## src/rtl/ldl_round_wrr.sv

```systemverilog
// rtl/ldl_round_wrr.sv - weighted round-robin arbiter with registered grant and valid/ready handoff
//
// Grants one of WIDTH requesters for up to weight[owner] accepted beats,
// then rotates the priority pointer to owner+1 (explicit wrap, so WIDTH
// need not be a power of two).
//
// Parameters:
//   WIDTH     number of requesters (2..64)
//   WEIGHT_W  width of each per-channel weight field
// Ports:
//   clk     clock, rising edge
//   rst_n   asynchronous active-low reset
//   req     per-channel request level, held until served
//   weight  channel i weight at [i*WEIGHT_W +: WEIGHT_W], sampled at grant
//   ready   sink accepts the current beat
//   lock    per-channel burst lock (only with LDL_ROUND_WRR_LOCK_EN)
//   valid   a beat is offered (GRANT and req[owner])
//   bin     registered owner index
//   hot     registered one-hot owner, zero in IDLE
// Optional feature macro: LDL_ROUND_WRR_LOCK_EN
module ldl_round_wrr #(
  parameter int WIDTH    = 8,
  parameter int WEIGHT_W = 4
) (
  input  logic                        clk,
  input  logic                        rst_n,
  input  logic [WIDTH-1:0]            req,
  input  logic [WIDTH*WEIGHT_W-1:0]   weight,
  input  logic                        ready,
`ifdef LDL_ROUND_WRR_LOCK_EN
  input  logic [WIDTH-1:0]            lock,
`endif
  output logic                        valid,
  output logic [$clog2(WIDTH)-1:0]    bin,
  output logic [WIDTH-1:0]            hot
);

  localparam int IW = $clog2(WIDTH);

  typedef enum logic {IDLE, GRANT} state_t;

  state_t              state_q, state_d;
  logic [IW-1:0]       ptr_q, ptr_d;
  logic [IW-1:0]       owner_q, owner_d;
  logic [WEIGHT_W-1:0] credit_q, credit_d;
  logic [WIDTH-1:0]    hot_q, hot_d;

  logic                found;
  logic [IW-1:0]       sel;
  int                  scan_idx;
  logic [WEIGHT_W-1:0] sel_weight;
  logic [WEIGHT_W-1:0] wt_eff;
  logic [IW-1:0]       ptr_after_owner;
  logic                lock_owner;

  // Priority scan starting at ptr, wrapping by compare so indices >= WIDTH
  // are never produced.
  always_comb begin
    found    = 1'b0;
    sel      = '0;
    scan_idx = 0;
    for (int i = 0; i < WIDTH; i++) begin
      scan_idx = int'(ptr_q) + i;
      if (scan_idx >= WIDTH) scan_idx = scan_idx - WIDTH;
      if (!found && req[scan_idx]) begin
        found = 1'b1;
        sel   = IW'(scan_idx);
      end
    end
  end

  assign sel_weight      = weight[sel*WEIGHT_W +: WEIGHT_W];
  // A zero weight still earns one beat so the channel is not skipped.
  assign wt_eff          = (sel_weight == '0) ? WEIGHT_W'(1) : sel_weight;
  assign ptr_after_owner = (owner_q == IW'(WIDTH - 1)) ? '0 : owner_q + 1'b1;

`ifdef LDL_ROUND_WRR_LOCK_EN
  assign lock_owner = lock[owner_q];
`else
  assign lock_owner = 1'b0;
`endif

  always_comb begin
    state_d  = state_q;
    ptr_d    = ptr_q;
    owner_d  = owner_q;
    credit_d = credit_q;
    hot_d    = hot_q;
    case (state_q)
      IDLE: begin
        if (found) begin
          state_d    = GRANT;
          owner_d    = sel;
          credit_d   = wt_eff;
          hot_d      = '0;
          hot_d[sel] = 1'b1;
        end
      end
      GRANT: begin
        // A dropped request releases even if a last beat coincides.
        if (!req[owner_q]) begin
          state_d = IDLE;
          ptr_d   = ptr_after_owner;
          hot_d   = '0;
        end else if (ready) begin
          if (credit_q == WEIGHT_W'(1)) begin
            // Locked packets keep the grant at the last credit.
            if (!lock_owner) begin
              state_d = IDLE;
              ptr_d   = ptr_after_owner;
              hot_d   = '0;
            end
          end else begin
            credit_d = credit_q - 1'b1;
          end
        end
      end
      default: state_d = IDLE;
    endcase
  end

  always_ff @(posedge clk or negedge rst_n) begin
    if (!rst_n) begin
      state_q  <= IDLE;
      ptr_q    <= '0;
      owner_q  <= '0;
      credit_q <= '0;
      hot_q    <= '0;
    end else begin
      state_q  <= state_d;
      ptr_q    <= ptr_d;
      owner_q  <= owner_d;
      credit_q <= credit_d;
      hot_q    <= hot_d;
    end
  end

  // bin tracks owner, which only changes at grant, so it holds across release.
  assign valid = (state_q == GRANT) && req[owner_q];
  assign bin   = owner_q;
  assign hot   = hot_q;

endmodule

```

## config.mk

```make
export PLATFORM = sky130hd
export DESIGN_NAME = ldl_round_wrr
export DESIGN_NICKNAME = d
export VERILOG_FILES = /design/src/rtl/ldl_round_wrr.sv
export SDC_FILE = /design/constraint.sdc
export NUM_CORES = 1
export LEC_CHECK = 0
export ABC_AREA = 1
export BUFFER_PORTS_ARGS = -buffer_cell sky130_fd_sc_hd__buf_2
export CAP_MARGIN = 25
export CORE_MARGIN = 2
export CORE_UTILIZATION = 50
export DETAILED_ROUTE_END_ITERATION = 6
export PLACE_DENSITY = 0.76
export SLEW_MARGIN = 20
export SYNTH_ARGS = -nofsm -noshare
export SYNTH_HDL_FRONTEND = slang
export SYNTH_SLANG_ARGS = --single-unit
export TNS_END_PERCENT = 5
```

## constraint.sdc

```tcl
create_clock -name clk -period 6.49 [get_ports clk]
set_clock_uncertainty 0.2 [all_clocks]
set_input_delay 0.9735 -clock clk [delete_from_list [all_inputs] [get_ports clk]]
set_output_delay 0.9735 -clock clk [all_outputs]
set_load 0.005 [all_outputs]
```

==> impl_metrics.env <==
export IMPL_status="finished clean"
export IMPL_portBuffers=54
export IMPL_h_tree_depth=1
export IMPL_syn_inst=335
export IMPL_grt_max_degree=22
export IMPL_rsz0062_at_grt="false"
export IMPL_slew_headroom_pct=67.59
export IMPL_max_stage_delay_ns=0.64
export IMPL_first_pass_iters=4
export IMPL_end_kind="register"
export IMPL_drt_wl_total_mm=5.247
export IMPL_antenna_found_initial=0
export IMPL_fin_tns_setup_ns=0
export IMPL_syn_avg_cell_area_um2=6.267
export IMPL_cts_sinks=19
export IMPL_core_rowCount=23
export IMPL_cts_resized=0
export IMPL_hold_class="reg -> reg"
export IMPL_nets=437
export IMPL_fillCellCount=400
export IMPL_maxCapViolCount=0
export IMPL_grt_ovfl_total=0
export IMPL_worstPathMaxFanout=15
export IMPL_required_ns=6.43
export IMPL_finalCritPeriodShare_pct=58.83
export IMPL_grt_pass1_wl_mm=8.811
export IMPL_fmax_mhz=261.9
export IMPL_cts_hold_fix_buffers=0
export IMPL_start_util_pct=52.11
export IMPL_first_global_vias=1967
export IMPL_synth_top_area_share_pct=22.65
export IMPL_antenna_violating_nets_post_route=0
export IMPL_synth_seq_cells=19
export IMPL_syn_nets=384
export IMPL_ys_types=31
export IMPL_die_area_um2=4733
export IMPL_cts_root_buf="clkbuf_8"
export IMPL_layout_drive_gt1_share_pct=22.22
export IMPL_num_vias=2280
export IMPL_routed_via_density=5.217
export IMPL_finalHoldViolations=0
export IMPL_cts_tree="yes"
export IMPL_crit_chain="inv_2 -> ha_1 -> inv_2 -> nand3_1 -> nand2_1 -> nor2_1 -> a31oi_1 -> inv_2 -> nor2_8 -> nand3_1 -> nand2_1 -> inv_1 -> a31oi_1 -> inv_1 -> nand3_1 -> o21ai_0"
export IMPL_preCtsSetupSlack_ns=2.751
export IMPL_utilization_pct=60.12
export IMPL_clockBufferDepth=2
export IMPL_yosysWarnings=0
export IMPL_startpoint_type="register"
export IMPL_timing_worst_setup_path_type="reg -> reg"
export IMPL_final_cell_mix="nand2_1 (121), buf_2 (54), nand3_1 (46)"
export IMPL_io_pin_count=55
export IMPL_globalRouteTotalUtil_pct=24.34
export IMPL_ys_seq_area_share_pct=22.65
export IMPL_worst_slew_pin_slew_ns=0.4839
export IMPL_fin_ws_ns=2.672
export IMPL_layout_commonest_cell="nand2_1"
export IMPL_syn_to_final_growth_pct=15.38
export IMPL_critPathSlowestCell="dfrtp_1"
export IMPL_clk_pin_slew_ns=0.07
export IMPL_postCtsSetupBuffers=0
export IMPL_syn_cell_area_um2=2100
export IMPL_core_area_um2=4029
export IMPL_drv_slew=0
export IMPL_die_height_um=68.80
export IMPL_fin_crit_ns=3.818
export IMPL_drtIter0Drc=240
export IMPL_antenna_cells=0
export IMPL_wl_per_cell_um=12.01
export IMPL_drt_drc_violations_left=0
export IMPL_globalplace_congestion=0.9258
export IMPL_die_w_um=68.80
export IMPL_cts_buffers=3
export IMPL_clk_latency_ns=0.26
export IMPL_arrival_ns=3.76
export IMPL_synth_top_area_cell="dfrtp_1"
export IMPL_hpwlAfterDp_mm=4.230
export IMPL_ys_top_cells_by_area="dfrtp_1 (23%), nand2_1 (22%), nand3_1 (11%)"
export IMPL_finalSetupViolCount=0
per-stage QoR:
step	instances	cell area [um2]	hold WS [ns]
4_1_cts	437	2422	0.3143
3_5_place_dp	433	2376	0.2950
6_report	437	2422	0.3134
3_3_place_gp	433	2376	0.2945
5_1_grt	437	2422	0.3463
2_1_floorplan	335	2100	0.3034
final timing paths:
kind	startpoint	end	slack [ns]	depth (start not counted)
worst max-delay path	ptr_q[0]	credit_q[3]	2.67	16
worst min-delay path	hot[3]	hot[3]	0.31	2
worst max register to register	ptr_q[0]	credit_q[3]	2.67	16
worst min register to register	hot[3]	hot[3]	0.31	2
max in group asynchronous	rst_n	hot[6]	5.36	1
min in group asynchronous	rst_n	hot[7]	0.44	1
worst max-delay path: cells and delay by family, from the launching register on:
family / cells / cell delay (ns)
and+or+nand+nor: 7 / 0.97
buffers and inverters: 5 / 0.75
AOI/OAI and AO/OA: 3 / 0.69
DFF: 1 / 0.64
adders and majority gates: 1 / 0.41
registers in the layout, indices dropped and copies added, names as in the netlist:
signal / cells
credit_q: 4
bin: 3
ptr_q: 3
hot: 8
state_q: 1
synthesized netlist by cell type:
cell and instances:
nand4_4 1, clkinv_1 1, buf_4 1, nand2_2 3, o221ai_1 1, nand4_1 4, nand3b_4 1, nand2_4 2
nand3_2 5, clkbuf_1 1, buf_6 4, nand2_1 121, clkinv_2 1, o31ai_1 2, nor2_2 2, inv_1 31
o21ai_0 25, nand3_4 2, nand3b_1 2, dfrtp_1 19, nor2_1 29, nor2_8 2, nand3_1 46, a21oi_1 5
mux2i_1 2, ha_1 6, xor2_2 2, xnor2_2 1, xnor2_1 2, inv_2 6, a31oi_1 5
area by class of cell:
| class | count | area, um2 | share of cell area (%) |
|---|---|---|---|
| multi-input combinational | 271 | 1420 | 58.63 |
| clock buffer | 3 | 41.29 | 1.705 |
| timing repair buffer | 54 | 270.3 | 11.16 |
| inverter | 39 | 147.6 | 6.095 |
| sequential | 19 | 475.5 | 19.63 |
| clock inverter | 1 | 5.005 | 0.2066 |
| tap | 50 | 62.56 | 2.583 |
kinds of logic after synthesis:
kind of cell / count (synthesis) / share of synthesized area (%)
fa+ha+maj: 6 / 3.576
mux: 2 / 0.9536
flops: 19 / 22.65
xor+xnor: 5 / 3.159
buf+inv: 45 / 9.713
simple gates: 220 / 50.18
compound gates: 38 / 9.773
metal layers:
layer | track usage, % | routed length [um] | vias to the layer above
met1 | 35.63 | 2505 | 979
met2 | 38.70 | 2257 | 106
met3 | 3.084 | 427 | 8
met5 | 0 | 0 | -
met4 | 4.167 | 56 | 0
li1 | - | - | 1187
Power is left out: the tool's default activity adds up to more than one toggle a clock period on the data nets, which glitch-free logic cannot reach.
